### src/rtl/pipe_rr_arbiter_if.sv
// Requester/consumer bundle for pipe_rr_arbiter: N beat inputs, one registered beat output.
// The slave modport is the arbiter's view; the master modport is the producer/consumer view.
interface pipe_rr_arbiter_if #(
  parameter int N  = 4,
  parameter int DW = 16
);
  localparam int SW = (N > 1) ? $clog2(N) : 1;

  logic [N-1:0]    in_vld;
  logic [N-1:0]    in_rdy;
  logic [N*DW-1:0] in_data;
  logic [N-1:0]    in_last;
  logic            out_vld;
  logic            out_rdy;
  logic [DW-1:0]   out_data;
  logic            out_last;
  logic [SW-1:0]   out_src;

  modport slave (
    input  in_vld, in_data, in_last, out_rdy,
    output in_rdy, out_vld, out_data, out_last, out_src
  );

  modport master (
    output in_vld, in_data, in_last, out_rdy,
    input  in_rdy, out_vld, out_data, out_last, out_src
  );
endinterface

### src/rtl/pipe_rr_arbiter.sv
// Round-robin N:1 arbiter feeding one registered output stage; optional burst lock via PIPE_RR_ARB_LOCK_EN.
// Latency 1 cycle, 1 beat/cycle; out_rdy=0 with a held beat forces every in_rdy low.
module pipe_rr_arbiter #(
  parameter int N  = 4,
  parameter int DW = 16
) (
  input  logic             clk,
  input  logic             rst_n,
  pipe_rr_arbiter_if.slave bus
);
  localparam int SW = (N > 1) ? $clog2(N) : 1;

  logic          out_vld_q,  out_vld_d;
  logic [DW-1:0] out_data_q, out_data_d;
  logic          out_last_q, out_last_d;
  logic [SW-1:0] out_src_q,  out_src_d;
  logic [SW-1:0] ptr_q,      ptr_d;

  logic [N-1:0]  elig;
  logic [N-1:0]  gnt;
  logic [SW-1:0] win;
  logic [SW-1:0] nxt;
  logic [SW:0]   cand;
  logic          found;
  logic          ld;
  logic          xfer;

`ifdef PIPE_RR_ARB_LOCK_EN
  typedef enum logic {UNLOCKED, LOCKED} lock_e;
  lock_e         lock_q,     lock_d;
  logic [SW-1:0] lock_src_q, lock_src_d;
`endif

  always_comb begin
    elig = bus.in_vld;
`ifdef PIPE_RR_ARB_LOCK_EN
    // While a burst is open only its owner is eligible, even when it is idle.
    if (lock_q == LOCKED) begin
      elig             = '0;
      elig[lock_src_q] = bus.in_vld[lock_src_q];
    end
`endif
    gnt   = '0;
    win   = '0;
    found = 1'b0;
    cand  = '0;
    for (int k = 0; k < N; k++) begin
      cand = {1'b0, ptr_q} + (SW+1)'(k);
      if (cand >= (SW+1)'(N)) cand = cand - (SW+1)'(N);
      if (!found && elig[cand[SW-1:0]]) begin
        found = 1'b1;
        win   = cand[SW-1:0];
      end
    end
    gnt[win] = found;
  end

  assign ld   = ~out_vld_q | bus.out_rdy;
  assign xfer = found & ld;
  assign nxt  = (win == SW'(N-1)) ? '0 : win + 1'b1;

  // rst_n gate keeps in_rdy low while reset is held, when ld alone would be 1.
  assign bus.in_rdy   = gnt & {N{ld & rst_n}};
  assign bus.out_vld  = out_vld_q;
  assign bus.out_data = out_data_q;
  assign bus.out_last = out_last_q;
  assign bus.out_src  = out_src_q;

  always_comb begin
    out_vld_d  = out_vld_q;
    out_data_d = out_data_q;
    out_last_d = out_last_q;
    out_src_d  = out_src_q;
    ptr_d      = ptr_q;
    if (ld) out_vld_d = xfer;
    if (xfer) begin
      out_data_d = bus.in_data[win*DW +: DW];
      out_last_d = bus.in_last[win];
      out_src_d  = win;
    end
`ifdef PIPE_RR_ARB_LOCK_EN
    lock_d     = lock_q;
    lock_src_d = lock_src_q;
    if (xfer) begin
      if (lock_q == UNLOCKED) begin
        if (!bus.in_last[win]) begin
          lock_d     = LOCKED;
          lock_src_d = win;
        end else begin
          ptr_d = nxt;
        end
      end else if (bus.in_last[win]) begin
        lock_d = UNLOCKED;
        ptr_d  = nxt;
      end
    end
`else
    if (xfer) ptr_d = nxt;
`endif
  end

  always_ff @(posedge clk or negedge rst_n) begin
    if (!rst_n) begin
      out_vld_q  <= 1'b0;
      out_data_q <= '0;
      out_last_q <= 1'b0;
      out_src_q  <= '0;
      ptr_q      <= '0;
`ifdef PIPE_RR_ARB_LOCK_EN
      lock_q     <= UNLOCKED;
      lock_src_q <= '0;
`endif
    end else begin
      out_vld_q  <= out_vld_d;
      out_data_q <= out_data_d;
      out_last_q <= out_last_d;
      out_src_q  <= out_src_d;
      ptr_q      <= ptr_d;
`ifdef PIPE_RR_ARB_LOCK_EN
      lock_q     <= lock_d;
      lock_src_q <= lock_src_d;
`endif
    end
  end
endmodule

### src/flat_wrapper.sv
// flat-port wrapper written by rule: the top's interface ports become plain ports
module pipe_rr_arbiter_flat 
#(
  parameter int N  = 4,
  parameter int DW = 16
)
  (clk, rst_n, bus_in_vld, bus_in_data, bus_in_last, bus_out_rdy, bus_in_rdy, bus_out_vld, bus_out_data, bus_out_last, bus_out_src);
  pipe_rr_arbiter_if #(.N(N), .DW(DW)) bus_i ();
  input  logic clk;
  input  logic rst_n;
  input wire logic [$bits(bus_i.in_vld)-1:0] bus_in_vld;
  input wire logic [$bits(bus_i.in_data)-1:0] bus_in_data;
  input wire logic [$bits(bus_i.in_last)-1:0] bus_in_last;
  input wire logic [$bits(bus_i.out_rdy)-1:0] bus_out_rdy;
  output wire logic [$bits(bus_i.in_rdy)-1:0] bus_in_rdy;
  output wire logic [$bits(bus_i.out_vld)-1:0] bus_out_vld;
  output wire logic [$bits(bus_i.out_data)-1:0] bus_out_data;
  output wire logic [$bits(bus_i.out_last)-1:0] bus_out_last;
  output wire logic [$bits(bus_i.out_src)-1:0] bus_out_src;
  assign bus_i.in_vld = bus_in_vld;
  assign bus_i.in_data = bus_in_data;
  assign bus_i.in_last = bus_in_last;
  assign bus_i.out_rdy = bus_out_rdy;
  assign bus_in_rdy = bus_i.in_rdy;
  assign bus_out_vld = bus_i.out_vld;
  assign bus_out_data = bus_i.out_data;
  assign bus_out_last = bus_i.out_last;
  assign bus_out_src = bus_i.out_src;
  pipe_rr_arbiter #(.N(N), .DW(DW)) u_core (.clk(clk), .rst_n(rst_n), .bus(bus_i));
endmodule
### config.mk
export PLATFORM = sky130hd
export DESIGN_NAME = pipe_rr_arbiter_flat
export DESIGN_NICKNAME = d
export VERILOG_FILES = /design/src/rtl/pipe_rr_arbiter_if.sv /design/src/rtl/pipe_rr_arbiter.sv /design/src/flat_wrapper.sv
export SDC_FILE = /design/constraint.sdc
export NUM_CORES = 1
export LEC_CHECK = 0
export ABC_AREA = 1
export BUFFER_PORTS_ARGS = -buffer_cell sky130_fd_sc_hd__buf_2
export CAP_MARGIN = 20
export CELL_PAD_IN_SITES_DETAIL_PLACEMENT = 1
export CELL_PAD_IN_SITES_GLOBAL_PLACEMENT = 1
export CORE_MARGIN = 2
export CORE_UTILIZATION = 27
export CTS_BUF_LIST = sky130_fd_sc_hd__clkbuf_8 sky130_fd_sc_hd__clkbuf_16
export CTS_CLUSTER_DIAMETER = 30
export CTS_CLUSTER_SIZE = 25
export DETAILED_ROUTE_END_ITERATION = 6
export HOLD_SLACK_MARGIN = 0.12
export PLACE_DENSITY_LB_ADDON = 0.1
export REMOVE_ABC_BUFFERS = 1
export SLEW_MARGIN = 20
export SYNTH_ARGS = -nofsm -noshare
export SYNTH_HDL_FRONTEND = slang
export SYNTH_SLANG_ARGS = --single-unit
### constraint.sdc
create_clock -name clk -period 2.1 [get_ports clk]
set_input_delay 0.42 -clock clk [delete_from_list [all_inputs] [get_ports clk]]
set_output_delay 0.42 -clock clk [all_outputs]
set_load 0.1 [all_outputs]
==> impl_metrics.tcl <==
set metrics [dict create \
    grt-ovfl-total 0 \
    clk_latency_ps 270 \
    fin_worst_skew_ps 5.81 \
    syn_area_mm2 0.00193 \
    yosysWarnings 0 \
    track_usage_pct 19.3 \
    synth_cell_types 24 \
    drc 0 \
    slew_headroom_pct 65.3 \
    fillers 932 \
    synth_largest_area_cell "dfrtp_1" \
    synth.top_cell.area_share_pct 28.5 \
    rsz0062_at_grt "yes" \
    grt_start_max_net_pins 24 \
    mostFrequentLayoutCells "buf_2 (94), nand2_1 (93), nand3_1 (54), inv_1 (43), buf_4 (38)" \
    rows 30 \
    fin_ws_ps -564 \
    place_congestion 0.849 \
    hpwl_um 5140 \
    ys_ff_latch 22 \
    grt_pass1_vias 2441 \
    wl_per_cell_um 14.1 \
    netlist_instances 312 \
    root_buffer "clkbuf_8" \
    via_per_inst 4.65 \
    postCtsHoldBufs 0 \
    hp-class "primary input to asynchronous set/reset pin" \
    fp.dieW_um 88.6 \
    critical_path_required_ps 1680 \
    cp_max_fo 6 \
    clk_pin_slew_ps 90 \
    die_area_mm2 0.00784 \
    yosysSeqAreaShare_pct 28.5 \
    drv_cap 0 \
    violations "setup timing" \
    htreeDepth 1 \
    wl_um 7550 \
    cts_buffer_depth 2 \
    ant_nets 0 \
    portBuffers 98 \
    arrival_ps 2240 \
    fin_nets 516 \
    place_ws_ps -311 \
    yosys-top-cells-area "dfrtp_1 (29%), nand2_1 (21%), nand3_1 (15%)" \
    drive_above_1_share_pct 43.3 \
    vias 2490 \
    antenna_found_initial 0 \
    post-route-period-util_pct 127 \
    status "finished with violations" \
    fmax_ghz 0.375 \
    start_util_pct 28.1 \
    finalCriticalPeriod_ps 2660 \
    dr.pass1.iters 4 \
    tightest_slew_ps 525 \
    area_delta_synth_final_pct 57.6 \
    final_common_cell "buf_2" \
    core-area_mm2 0.00687 \
    cts-buffers-inserted 3 \
    dieHeight_um 88.6 \
    n_antenna_cell 0 \
    io_pins 99 \
    endpoint_kind "output pin" \
    setup_viol 21 \
    cts_tree "built" \
    slew_violations 0 \
    cp-start-kind "flop" \
    drt-initial-drc-count 87 \
    criticalPathCategory "flop to output pin" \
    rr_worst_depth 15 \
    synth_area_per_cell_um2 6.19 \
    clock_sinks 22 \
    grt_first_pass_wirelength_um 11900 \
    finalHoldViolCount 0 \
]
## per-layer routing
metal	GRT usage, %	vias to the layer above	routed length [um]
li1	-	1273	-
met1	25.8	1142	3310
met2	33.4	66	3770
met3	2.71	9	369
met4	4.13	0	100
met5	0	-	0
## synthesized netlist by cell type (all sizes together)
cell,n
nor3,2
buf,19
nand3,59
dfrtp,22
nor2,5
a211oi,1
clkbuf,2
inv,48
o21ai,5
nand2,113
a31oi,1
ha,1
nand4,34
## timing repair
action | 4_1_cts | 5_1_grt
buffers inserted | 12 | 8
pin swaps | 16 | 14
gates cloned | 1 | 0
resized for setup | 33 | 17
setup endpoints to repair | 21 | 22
endpoints found under the hold margin | 0 | 0
## layout make-up
type	count	area [um2]	area share (%)
Inverter	48	185	6.09
Timing Repair Buffer	143	922	30.3
Multi-Input combinational cell	221	1200	39.4
Clock buffer	4	55.1	1.81
Sequential cell	22	552	18.1
Timing Repair inverter	1	7.51	0.247
Tap cell	96	120	3.95
## through the flow
| step | instance area (um2) | std cells | hold slack [ps] | utilization [%] | setup TNS, ps |
|---|---|---|---|---|---|
| 2_1_floorplan | 1800 | 291 | 124 | - | -13020 |
| 3_3_place_gp | 2660 | 511 | 448 | 38.8 | -3200 |
| 3_5_place_dp | 2660 | 511 | 448 | 38.8 | -4560 |
| 4_1_cts | 2920 | 527 | 179 | 42.5 | -2040 |
| 5_1_grt | 3040 | 535 | 194 | 44.3 | -6230 |
| 6_report | 3040 | 535 | 169 | 44.3 | -3300 |
## state kept, by name (all words and copies together), names as in the netlist
register             flops
u_core.bus.out_vld       1
u_core.bus.out_src       2
u_core.bus.out_last      1
u_core.ptr_q             2
u_core.bus.out_data     16
## worst max-delay path, stage by stage, from the launching register on
cell and delay (ps):
dfrtp_2 490, buf_6 140, nand2_1 70, nand2_2 90
nand2_2 80, nand2_2 60, nor2_4 110, nand2_1 90
nor2_2 140, nor2_4 60, buf_6 110, a211oi_2 200
buf_4 150, buf_12 160
## worst paths after layout
kind	start	endpoint	slack (ps)
max reg2reg	u_core.ptr_q[0]$_DFFE_PN0P_	u_core.bus.out_data[11]$_DFFE_PN0P_	-90
min in group clk	bus_in_data[1]	u_core.bus.out_data[1]$_DFFE_PN0P_	460
max in group asynchronous	rst_n	u_core.ptr_q[0]$_DFFE_PN0P_	1660
max	u_core.ptr_q[0]$_DFFE_PN0P_	bus_in_rdy[2]	-560
min reg2reg	u_core.bus.out_data[12]$_DFFE_PN0P_	u_core.bus.out_data[12]$_DFFE_PN0P_	490
min	rst_n	u_core.bus.out_vld$_DFFE_PN0N_	170
## cell families after synthesis
logic type                 count (synthesis)  share of synthesized area [%]
buffers and inverters                     69                           16.3
AOI/OAI and AO/OA                          7                           2.01
DFF                                       22                           28.5
adders and majority gates                  1                          0.648
and+or+nand+nor                          213                           52.5
Power is not shown: default switching activity piles up to over one toggle a cycle in this logic, so the estimate is an artifact.
